## src/rtl/alu_divider8.sv

```systemverilog
// Multi-cycle unsigned restoring divider.
// One quotient bit per cycle; divide-by-zero completes immediately.
module alu_divider8 #(
  parameter int WIDTH = 8
) (
  input  logic             clk,
  input  logic             rst_n,
  input  logic             start,
  input  logic [WIDTH-1:0] A,
  input  logic [WIDTH-1:0] B,
  output logic             busy,
  output logic             done,
  output logic [WIDTH-1:0] quotient,
  output logic [WIDTH-1:0] remainder,
  output logic             div_by_zero
);

  localparam int CW = (WIDTH > 1) ? $clog2(WIDTH) : 1;

  typedef enum logic [1:0] {
    IDLE,
    CALC,
    DONE
  } state_t;

  state_t           state;
  logic [CW-1:0]    cnt;
  logic [WIDTH-1:0] opa;
  logic [WIDTH-1:0] opb;
  logic [WIDTH:0]   prem;

  logic [WIDTH:0]   shr;
  logic [WIDTH:0]   sub;
  logic             ge;
  logic [WIDTH-1:0] qn;

  // opa shifts dividend bits out and quotient bits in
  always_comb begin
    shr = (prem << 1) | {{WIDTH{1'b0}}, opa[WIDTH-1]};
    ge  = (shr >= {1'b0, opb});
    sub = ge ? (shr - {1'b0, opb}) : shr;
    qn  = {opa[WIDTH-2:0], ge};
  end

  always_ff @(posedge clk or negedge rst_n) begin
    if (!rst_n) begin
      state       <= IDLE;
      cnt         <= '0;
      opa         <= '0;
      opb         <= '0;
      prem        <= '0;
      busy        <= 1'b0;
      done        <= 1'b0;
      quotient    <= '0;
      remainder   <= '0;
      div_by_zero <= 1'b0;
    end else begin
      unique case (state)
        IDLE, DONE: begin
          done <= 1'b0;
          if (start) begin
            opa  <= A;
            opb  <= B;
            cnt  <= '0;
            prem <= '0;
            if (B == '0) begin
              state       <= DONE;
              done        <= 1'b1;
              quotient    <= '1;
              remainder   <= A;
              div_by_zero <= 1'b1;
            end else begin
              state <= CALC;
              busy  <= 1'b1;
            end
          end else begin
            state <= IDLE;
          end
        end
        CALC: begin
          opa  <= qn;
          prem <= sub;
          cnt  <= cnt + CW'(1);
          if (cnt == CW'(WIDTH - 1)) begin
            state       <= DONE;
            cnt         <= '0;
            busy        <= 1'b0;
            done        <= 1'b1;
            quotient    <= qn;
            remainder   <= sub[WIDTH-1:0];
            div_by_zero <= 1'b0;
          end
        end
        default: state <= IDLE;
      endcase
    end
  end

endmodule

```

## config.mk

```make
export PLATFORM = sky130hd
export DESIGN_NAME = alu_divider8
export DESIGN_NICKNAME = d
export VERILOG_FILES = /design/src/rtl/alu_divider8.sv
export SDC_FILE = /design/constraint.sdc
export NUM_CORES = 1
export LEC_CHECK = 0
export BUFFER_PORTS_ARGS = -buffer_cell sky130_fd_sc_hd__buf_4
export CAP_MARGIN = 30
export CORE_UTILIZATION = 25
export DETAILED_ROUTE_END_ITERATION = 16
export SETUP_SLACK_MARGIN = 0.02
export SLEW_MARGIN = 20
export SYNTH_ARGS = -nofsm -noshare
export SYNTH_HDL_FRONTEND = slang
export SYNTH_SLANG_ARGS = --single-unit
```

## constraint.sdc

```tcl
create_clock -name clk -period 3.95 [get_ports clk]
set_clock_uncertainty 0.15 [all_clocks]
set_input_delay 0.79 -clock clk [delete_from_list [all_inputs] [get_ports clk]]
set_output_delay 0.79 -clock clk [all_outputs]
set_load 0.02 [all_outputs]
```

Yosys cells after proc, flatten, opt, wreduce, memory -nomap -nowiden
Cells that the tools add are included.
{"block": "op_classes", "add_sub_neg": 2, "magnitude_cmp": 1, "n_eq_ne": 7, "n_mux": 31, "n_bitwise": 1, "n_reduce_logical": 9}
{"operator": "8-bit two-way mux", "n": 9}
{"operator": "8-bit case mux with 2 select lines", "n": 4}
{"operator": "9-bit by 8-bit greater-or-equal comparator with 1-bit output", "n": 1}
{"operator": "9-bit by 1-bit bitwise OR with 9-bit output", "n": 1}
{"operator": "8-bit zero test", "n": 1}
{"operator": "1-bit two-way mux", "n": 8}
{"operator": "2-bit inequality test (second input constant)", "n": 4}
{"operator": "4-bit AND reduction", "n": 2}
{"operator": "8-bit subtractor", "n": 1}
{"operator": "2-bit two-way mux", "n": 3}
{"operator": "3-bit two-way mux", "n": 2}
{"operator": "1-bit case mux with 2 select lines", "n": 3}
{"operator": "3-bit case mux with 2 select lines", "n": 1}
{"operator": "2-bit AND reduction", "n": 3}
{"operator": "2-bit case mux with 2 select lines", "n": 1}
{"operator": "3-bit by 1-bit adder with 3-bit output (second input constant)", "n": 1}
{"operator": "3-bit equality test (second input constant)", "n": 1}
{"operator": "2-bit by 1-bit equality test with 1-bit output (second input constant)", "n": 1}
{"operator": "2-bit equality test (second input constant)", "n": 1}
{"operator": "2-bit zero test", "n": 1}
{"operator": "2-bit nonzero test", "n": 1}
{"operator": "2-bit OR reduction", "n": 1}
{"block": "word_totals", "register_bits": 48, "out_inout_bits": 19, "word_cells": 61}

Depth between registers and ports, before layout
Gate-level depths: netlist of run 1.
{"block": "depth", "word_depth": 5, "ltp_mapped": 9, "ltp_nobuf": 9}

Least setup slack after synthesis of run 1
No wires, ideal clock.
{"block": "synth_path", "path_kind": "input to register", "start": "in start", "end": "reg remainder[6]", "arrival_ps": 1859, "required_time_ps": 3673, "slack_ps": 1814, "cell_stages": 9, "path_buffers": 3, "cell_sequence": "nor2b_1 buf_2 and3_1 buf_2 a21oi_4 inv_2 buf_4 o22ai_1 a21oi_1"}
{"block": "synth_via", "elab_chain_len": 2}
{"item": "from (decl)", "line": "8", "source": "input logic start,"}
{"item": "2-bit inequality test (no source line)"}
{"item": "4-bit AND reduction (no source line)"}
{"item": "to (signal assigned)", "line": "90", "source": "remainder <= sub[WIDTH-1:0];"}
{"item": "to (decl)", "line": "14", "source": "output logic [WIDTH-1:0] remainder,"}
Every way passes these cells.
A chain may end at the register's enable or synchronous reset.

Final worst setup path of run 1
{"block": "layout_path", "start": "reg prem[1]", "end": "reg prem[0]"}
{"block": "layout_via", "elab_chain_len": 4}
{"item": "from (decl)", "line": "30", "source": "logic [WIDTH:0] prem;"}
{"item": "from (signal assigned)", "line": "82", "source": "prem <= sub;"}
{"item": "9-bit by 1-bit bitwise OR with 9-bit output", "line": "39", "source": "shr = (prem << 1) | {{WIDTH{1'b0}}, opa[WIDTH-1]};"}
{"item": "9-bit by 8-bit greater-or-equal comparator with 1-bit output", "line": "40", "source": "ge = (shr >= {1'b0, opb});"}
{"item": "8-bit two-way mux", "line": "41", "source": "sub = ge ? (shr - {1'b0, opb}) : shr;"}
{"item": "8-bit case mux with 2 select lines", "line": "58", "source": "unique case (state)"}
Every way passes these cells.

==> results.sh, run 1 <==
export IMPL_yosysSeqAreaShare_pct=48.7
export IMPL_cp_data_arrival_time_ps=2450
export IMPL_multi_input_area_um2=1160
export IMPL_grt_pass1_vias=1982
export IMPL_setup_tns_ps=0
export IMPL_first_pass_iters=4
export IMPL_r2r_start="prem[1]$_DFFE_PN0P_"
export IMPL_total_power_uw=3000
export IMPL_finalMaxSlewViolations=0
export IMPL_yosysTopAreaCell="dfrtp_1"
export IMPL_clkTransAtPathRegs_ps=90
export IMPL_synth_fp_nets=296
export IMPL_outcome="finished, final reports clean"
export IMPL_p_leak_uw=0.00133
export IMPL_clock_latency_ps=310
export IMPL_start_kind="register"
export IMPL_nFillCells=966
export IMPL_dp_hpwl_um=4660
export IMPL_cp_data_required_time_ps=4010
export IMPL_cts_sinks=48
export IMPL_drtIter0Drc=121
export IMPL_synth_cell_type_count=50
export IMPL_synthAdderAreaFrac_pct=5.88
export IMPL_grt_setup_unrepaired="false"
export IMPL_drive_above_1_share_pct=18.7
export IMPL_avgRoutedWirePerCell_um=14.6
export IMPL_num_rows=35
export IMPL_grt_overflow_total=0
export IMPL_synth_common_cells="48 x dfrtp_1, 44 x nand2_1, 26 x nor2_1"
export IMPL_gp_congestion=0.879
export IMPL_cts_tree="done"
export IMPL_grt_first_pass_wirelength_um=10200
export IMPL_startpoint="prem[1]$_DFFE_PN0P_"
export IMPL_synth_edf_count=0
export IMPL_grt_max_degree=49
export IMPL_synthArstFlopShare_pct=100
export IMPL_viasPerCell=4.76
export IMPL_cts_buffer_depth=2
export IMPL_muxShareOfSynthArea_pct=1.27
export IMPL_hold_path_class="register to register"
export IMPL_drt_wl_total_um=6250
export IMPL_slew_headroom_pct=36.5
export IMPL_grt_total_usage_pct=13.1
export IMPL_cts_buffers=5
export IMPL_vias=2044
export IMPL_yosysMostFrequentCell="dfrtp_1"
export IMPL_period_minus_slack_ps=2390
export IMPL_drv_cap=0
export IMPL_synthFlopType="dfrtp_1"
export IMPL_synth_top_area_share_pct=48.7
export IMPL_yosys_top_cells_area="dfrtp_1 49%, nand2_1 6.7%, ha_1 5.1%, nor2_1 4.0%, a21oi_1 3.0%"
export IMPL_yosys_area_share_simple_pct=17.5
export IMPL_nets=329
export IMPL_ys_ff_latch=48
export IMPL_ioPinCount=38
export IMPL_drc=0
export IMPL_core_area_um2=9420
export IMPL_antenna_cells=0
export IMPL_ctsHoldBuffers=0
export IMPL_crit_type="register to register"
export IMPL_synth_top_family_by_area="compound AO/OA/AOI/OAI gates"
export IMPL_htreeDepth=2
export IMPL_ir_worst_vdd_uv=297
export IMPL_chipHeight_um=101
export IMPL_area_growth_syn_to_layout_pct=21.5
export IMPL_synth_compound_area_share_pct=21.3
export IMPL_antenna_found_initial=0
export IMPL_critPathMaxFanout=6
export IMPL_register_area_um2=1200
export IMPL_initial_utilization_pct=26.2
export IMPL_synthCells=266
export IMPL_fmax_mhz=419
export IMPL_hold_violations=0
export IMPL_syn_area_per_cell_um2=9.28
export IMPL_fin_hold_ws_ps=338
export IMPL_setup_violations=0
export IMPL_dieArea_um2=10300
export IMPL_cts_resized=0
export IMPL_antenna_left=0
export IMPL_io_buffer_count=37
export IMPL_fin_crit_sh_pct=60.4
export IMPL_yosysWarnings=0
export IMPL_endpoint_kind="register"
export IMPL_synth_xor_area_share_pct=1.06
export IMPL_die_x_um=101
export IMPL_cts_setup_buffers=0
export IMPL_min_delay_start="busy$_DFFE_PN0P_"
export IMPL_cts_root_buf="clkbuf_8"
export IMPL_power_density_nw_per_um2=1000
export IMPL_syn_cell_area_um2=2470
export IMPL_worst_pin_slew_ps=952
==> metal layers <==
| layer | vias to the layer above | wire (um) | share of wire, % | track usage [%] |
|---|---|---|---|---|
| li1 | 1003 | - | - | - |
| met4 | 0 | 68 | 1.1 | 4.68 |
| met2 | 48 | 2930 | 47 | 21.5 |
| met3 | 4 | 251 | 4.0 | 2.83 |
| met1 | 989 | 3000 | 48 | 17.2 |
| met5 | - | 0 | 0 | 0 |
==> power breakdown <==
group | internal, uW | switching (uW) | total [uW]
logic | 672 | 1020 | 1690
registers | 730 | 145 | 875
clock network | 255 | 176 | 431
total | 1660 | 1340 | 3000
==> worst paths after layout <==
| check | end | slack [ps] | cells after the start |
|---|---|---|---|
| max | prem[0]$_DFFE_PN0P_ | 1560 | 6 |
| min | busy$_DFFE_PN0P_ | 340 | 2 |
| max reg2reg | prem[0]$_DFFE_PN0P_ | 1560 | 6 |
| min reg2reg | busy$_DFFE_PN0P_ | 340 | 2 |
| max in group asynchronous | div_by_zero$_DFFE_PN0P_ | 2890 | 1 |
| min in group asynchronous | quotient[7]$_DFFE_PN0P_ | 350 | 1 |
==> area by class of cell <==
class                   instances  area share [%]
flip-flops and latches         48            40.0
multi-input cells             192            38.7
repair buffers                 38            9.51
well taps                     129            5.38
clock buffers                   5            2.29
clock inverters                 3            2.29
inverters                      14            1.75
==> flip-flops by register name, indices dropped and copies added, names as in the netlist <==
signal       cells
opb              8
prem             8
cnt              3
busy             1
opa              8
state            2
div_by_zero      1
quotient         8
done             1
remainder        8
==> stage by stage <==
step                      instance area, um2  utilization [%]  cells  setup WS [ps]
after floorplan                         2470                -    266           1810
after global placement                  2860             30.4    421           1430
after detailed placement                2860             30.4    421           1340
after CTS                               3000             31.9    429           1550
after global routing                    3000             31.9    429           1440
final                                   3000             31.9    429           1560
==> cells in the final DEF (no fill, tap or decap), drive strengths merged, types with 2 or more instances in the layout <==
cell type,n
a22oi,4
nor3b,2
bufinv,2
a211oi,2
nor2b,2
mux2i,2
a21oi,17
nor4,2
o21ai,27
nor3,2
buf,38
nand2,45
ha,10
clkbuf,5
dfrtp,48
nand2b,4
o311ai,2
nand3,6
a32oi,2
xor2,2
and3,2
a31oi,12
inv,15
o31ai,3
nor2,26
==> logic make-up after synthesis <==
family / count (synthesis)
simple gates: 95
compound gates: 80
flops: 48
buf+inv: 26
fa+ha+maj: 11
xor+xnor: 3
mux: 3
==> critical path: stages (launching register included) <==
cell      delay [ps]
dfrtp_1          410
ha_1             400
nand2_2          110
o311ai_4         350
a21o_1           320
mux2_1           410
o21ai_1          150
(Power assumes the default switching activity.)
==> inputs of run 2 (changes only) <==
Clock period 3.95 ns to 2.44 ns, I/O delays scaled along.
==> run 2 against run 1 <==
  * Die area is the same
  * Critical path depth grew 3
  * Worst setup slack worse by 1400 ps
  * Sequential share of layout area shrank 0.13 points
  * Wire length decreased by 2.3%
  * Count of clock-buffer cells in the layout unchanged
  * Via count grew 0.68%
  * Largest cell class unchanged
  * Fmax is 3.5% higher
  * Clock power is 37% higher
==> results.sh, run 2 (synthesis results as in run 1) <==
export IMPL_avgRoutedWirePerCell_um=14.1
export IMPL_ctsHoldBuffers=0
export IMPL_total_power_uw=4790
export IMPL_cts_buffer_depth=2
export IMPL_register_area_um2=1200
export IMPL_cp_data_arrival_time_ps=2380
export IMPL_endpoint_kind="register"
export IMPL_vias=2058
export IMPL_grt_first_pass_wirelength_um=10000
export IMPL_drive_above_1_share_pct=20.5
export IMPL_slew_headroom_pct=45.2
export IMPL_critPathMaxStageDelay_ps=410
export IMPL_cts_sinks=48
export IMPL_cts_tree="done"
export IMPL_die_x_um=101
export IMPL_cp_slowest_cell="fa_1"
export IMPL_antenna_found_initial=0
export IMPL_r2r_start="opa[7]$_DFFE_PN0P_"
export IMPL_gp_congestion=0.847
export IMPL_crit_top_cell="inv_1"
export IMPL_core_area_um2=9420
export IMPL_drtIter0Drc=209
export IMPL_drv_cap=0
export IMPL_power_density_nw_per_um2=1590
export IMPL_clkTransAtPathRegs_ps=90
export IMPL_io_buffer_count=37
export IMPL_grt_overflow_total=0
export IMPL_mostFrequentLayoutCells="48 x dfrtp_1, 44 x nand2_1, 41 x buf_4"
export IMPL_outcome="finished, final reports clean"
export IMPL_hold_violations=0
export IMPL_drc=0
export IMPL_r2r_end="remainder[4]$_DFFE_PN0P_"
export IMPL_worst_pin_slew_ps=822
export IMPL_initial_utilization_pct=26.2
export IMPL_grt_pass1_vias=1960
export IMPL_grt_setup_unrepaired="true"
export IMPL_fmax_mhz=434
export IMPL_final_common_cell="dfrtp_1"
export IMPL_clock_latency_ps=310
export IMPL_viasPerCell=4.76
export IMPL_ioPinCount=38
export IMPL_first_pass_iters=5
export IMPL_period_minus_slack_ps=2300
export IMPL_p_leak_uw=0.00133
export IMPL_setup_violations=0
export IMPL_setup_tns_ps=0
export IMPL_grt_max_degree=49
export IMPL_nFillCells=975
export IMPL_r2r_cells=9
export IMPL_antenna_left=0
export IMPL_grt_total_usage_pct=12.7
export IMPL_multi_input_area_um2=1170
export IMPL_htreeDepth=2
export IMPL_cts_root_buf="clkbuf_8"
export IMPL_cts_buffers=5
export IMPL_start_kind="register"
export IMPL_worst_path_stages=9
export IMPL_critPathMaxFanout=3
export IMPL_fin_hold_ws_ps=41.6
export IMPL_reg2reg_slack_ps=140
export IMPL_critPathTopFamily="compound AO/OA/AOI/OAI gates"
export IMPL_area_growth_syn_to_layout_pct=21.9
export IMPL_fin_crit_sh_pct=94.4
export IMPL_cp_num_buf_inv=2
export IMPL_drt_wl_total_um=6110
export IMPL_nets=332
export IMPL_hold_path_class="input port to async pin"
export IMPL_crit_type="register to register"
export IMPL_dp_hpwl_um=4570
export IMPL_crit_chain="inv_1, ha_1, inv_1, fa_1, a211oi_2, o21bai_1, xnor2_1, nand3_1, a31oi_1"
export IMPL_ir_worst_vdd_uv=469
export IMPL_num_rows=35
export IMPL_chipHeight_um=101
export IMPL_dieArea_um2=10300
export IMPL_cp_data_required_time_ps=2520
export IMPL_cts_setup_buffers=0
export IMPL_finalMaxSlewViolations=0
export IMPL_antenna_cells=0
## run 2: worst max-delay path by stage
| stage | startpoint | endpoint | slack (ps) |
|---|---|---|---|
| final | opa[7]$_DFFE_PN0P_ | remainder[4]$_DFFE_PN0P_ | 140 |
| after global routing | opa[7]$_DFFE_PN0P_ | remainder[4]$_DFFE_PN0P_ | -3 |
| after CTS | opa[7]$_DFFE_PN0P_ | remainder[4]$_DFFE_PN0P_ | 40 |
| after detailed placement | opa[7]$_DFFE_PN0P_ | remainder[4]$_DFFE_PN0P_ | 70 |
| after global placement | opa[7]$_DFFE_PN0P_ | remainder[4]$_DFFE_PN0P_ | 60 |
| after floorplan | prem[1]$_DFFE_PN0P_ | remainder[0]$_DFFE_PN0P_ | 360 |
## run 2: power breakdown
part,leakage [uW],internal [uW],switching [uW]
clock network,0.0000583,309,281
logic,0.000720,1120,1660
registers,0.000554,1180,233
total,0.00133,2610,2180
## run 2: repair_timing
| item | in CTS | in global routing |
|---|---|---|
| setup endpoints to repair | 0 | 7 |
| endpoints found under the hold margin | 0 | 0 |
| resized for setup | 0 | 3 |
## run 2: worst reg2reg max path, stage by stage (launching register included)
cell and delay, ps:
dfrtp_1 400, inv_1 110, ha_1 200, inv_1 60
fa_1 410, a211oi_2 280, o21bai_1 170, xnor2_1 130
nand3_1 130, a31oi_1 180
## run 2: cell type report
class | count | share of cell area [%]
Clock buffer | 5 | 2.29
Clock inverter | 3 | 1.58
Inverter | 14 | 1.75
Multi-Input combinational cell | 192 | 38.9
Sequential cell | 48 | 39.9
Tap cell | 129 | 5.36
Timing Repair Buffer | 41 | 10.2
## run 2: routing by layer
layer  vias to the layer above  routed length [um]  GRT usage [%]  share of wire [%]
li1                       1006                   -              -                  -
met1                       996                2920           17.0                 48
met2                        51                2880           20.7                 47
met3                         5                 255           3.17                4.2
met4                         0                  55           3.12               0.90
met5                         -                   0              0                  0
## run 2: per-stage QoR
step	utilization, %	setup WS [ps]	std cells	instance area (um2)
floorplan	-	362	266	2470
global placement	30.6	59.2	424	2880
detailed placement	30.6	67.3	424	2880
CTS	31.9	44.6	432	3000
global route	32.0	-3.45	432	3010
finish	32.0	136	432	3010
==> inputs of run 3 (changes only) <==
Settings changed: CTS_BUF_LIST from default to sky130_fd_sc_hd__clkbuf_16.
==> run 3 against run 2 <==
  * Sequential cell count unchanged
  * Worst hold slack improved by 16 ps
  * Total power increased by 4.4%
  * Clock power increased by 35%
  * Register-to-register slack about the same
  * Non-clock buffer count unchanged
  * Critical path type unchanged
  * Sequential power about the same
  * Critical endpoint is now prem[0]$_DFFE_PN0P_
==> results.sh, run 3 (synthesis results as in run 1) <==
export IMPL_p_clk_share_pct=16.0
export IMPL_first_pass_iters=4
export IMPL_p_seq_share_pct=28.4
export IMPL_num_rows=35
export IMPL_drt_wl_total_um=6120
export IMPL_worst_pin_slew_ps=816
export IMPL_slew_headroom_pct=45.6
export IMPL_grt_setup_unrepaired="true"
export IMPL_dieArea_um2=10300
export IMPL_crit_type="register to register"
export IMPL_avgRoutedWirePerCell_um=14.2
export IMPL_swShare_pct=44.1
export IMPL_cts_tree="done"
export IMPL_cp_num_buf_inv=0
export IMPL_clock_latency_ps=290
export IMPL_antenna_found_initial=0
export IMPL_hold_violations=0
export IMPL_gp_congestion=0.847
export IMPL_ir_worst_vdd_uv=484
export IMPL_cts_sinks=48
export IMPL_final_common_cell="dfrtp_1"
export IMPL_grt_max_degree=49
export IMPL_p_leak_uw=0.00136
export IMPL_p_comb_share_pct=55.6
export IMPL_cp_slowest_cell="dfrtp_1"
export IMPL_chipHeight_um=101
export IMPL_start_kind="register"
export IMPL_critPathTopFamily="compound AO/OA/AOI/OAI gates"
export IMPL_grt_overflow_total=0
export IMPL_hold_path_class="input port to async pin"
export IMPL_ioPinCount=38
export IMPL_clkTransAtPathRegs_ps=70
export IMPL_finalMaxSlewViolations=0
export IMPL_grt_total_usage_pct=12.8
export IMPL_nFillCells=972
export IMPL_vias=2072
export IMPL_endpoint_kind="register"
export IMPL_antenna_left=0
export IMPL_dp_hpwl_um=4570
export IMPL_netSwitchingPower_uw=2210
export IMPL_fin_hold_ws_ps=57.4
export IMPL_core_area_um2=9420
export IMPL_die_x_um=101
export IMPL_antenna_cells=0
export IMPL_crit_chain="ha_2, nand2_2, o311ai_4, a21o_2, mux2_1, o21ai_1"
export IMPL_grt_pass1_vias=1977
export IMPL_drive_above_1_share_pct=20.5
export IMPL_viasPerCell=4.80
export IMPL_drtIter0Drc=163
export IMPL_initial_utilization_pct=26.2
export IMPL_nets=332
export IMPL_setup_violations=0
export IMPL_critPathMaxFanout=6
export IMPL_cts_buffers=5
export IMPL_cts_root_buf="clkbuf_16"
export IMPL_grt_first_pass_wirelength_um=10100
export IMPL_mostFrequentLayoutCells="48 x dfrtp_1, 44 x nand2_1, 41 x buf_4"
export IMPL_power_density_nw_per_um2=1630
export IMPL_dp_slack_ps=67.3
export IMPL_drv_cap=0
export IMPL_htreeDepth=2
export IMPL_io_buffer_count=37
export IMPL_worst_slack_ps=135
export IMPL_period_minus_slack_ps=2310
export IMPL_area_growth_syn_to_layout_pct=24.2
export IMPL_critPathMaxStageDelay_ps=420
export IMPL_fmax_mhz=434
export IMPL_cp_data_required_time_ps=2490
export IMPL_cp_data_arrival_time_ps=2360
export IMPL_drc=0
export IMPL_fin_crit_sh_pct=94.5
export IMPL_cts_buffer_depth=2
export IMPL_intPower_uw=2790
export IMPL_outcome="finished, final reports clean"
export IMPL_setup_tns_ps=0
## run 3: changes by cell type in the layout (fill, tap and decap cells not counted)
cell       change
clkbuf_8       -5
clkbuf_16      +5
## run 3: power groups by stage
stage	registers (uW)	clock network, uW	logic (uW)
5_1_grt	1470	841	3090
3_3_place_gp	1430	0	2700
6_report	1420	798	2780
4_1_cts	1420	807	2740
3_5_place_dp	1430	0	2730
2_1_floorplan	1540	0	1850
## run 3: what timing repair did
action | 4_1_cts | 5_1_grt
resized for setup | 0 | 3
hold buffers | 0 | 0
setup endpoints to repair | 0 | 7
buffers inserted | 0 | 0
hold endpoints to repair | 0 | 0
## run 3: final timing paths
kind                       depth (start not counted)  slack [ps]                start                  endpoint
max in group asynchronous                          1        1690                rst_n  remainder[4]$_DFFE_PN0P_
hold reg to reg                                    2         340     busy$_DFFE_PN0P_          busy$_DFFE_PN0P_
setup / recovery                                   6         130  prem[1]$_DFFE_PN0P_       prem[0]$_DFFE_PN0P_
min in group clk                                   3         260                 B[0]        opb[0]$_DFFE_PN0P_
setup reg to reg                                   6         130  prem[1]$_DFFE_PN0P_       prem[0]$_DFFE_PN0P_
hold / removal                                     1          60                rst_n   quotient[7]$_DFFE_PN0P_
## run 3: metal layers
metal / up-vias / track usage [%] / wire length [um]
li1: 1009 / - / -
met1: 1004 / 17.1 / 2840
met2: 52 / 20.7 / 2920
met3: 7 / 2.97 / 295
met4: 0 / 4.12 / 67
met5: - / 0 / 0
## run 3: per-stage QoR
stage | utilization, % | std cells | power (uW) | cell area [um2]
after global routing | 32.6 | 432 | 5400 | 3070
after CTS | 32.5 | 432 | 4970 | 3060
after detailed placement | 30.6 | 424 | 4160 | 2880
after floorplan | - | 266 | 3390 | 2470
after global placement | 30.6 | 424 | 4120 | 2880
final | 32.6 | 432 | 5000 | 3070
## run 3: cell type report
class,count,area (um2),area share [%]
tap,129,161,5.27
sequential,48,1200,39.2
clock buffer,5,125,4.08
timing repair buffer,41,308,10.0
multi-input combinational,192,1170,38.2
clock inverter,3,47.5,1.55
inverter,14,52.6,1.71
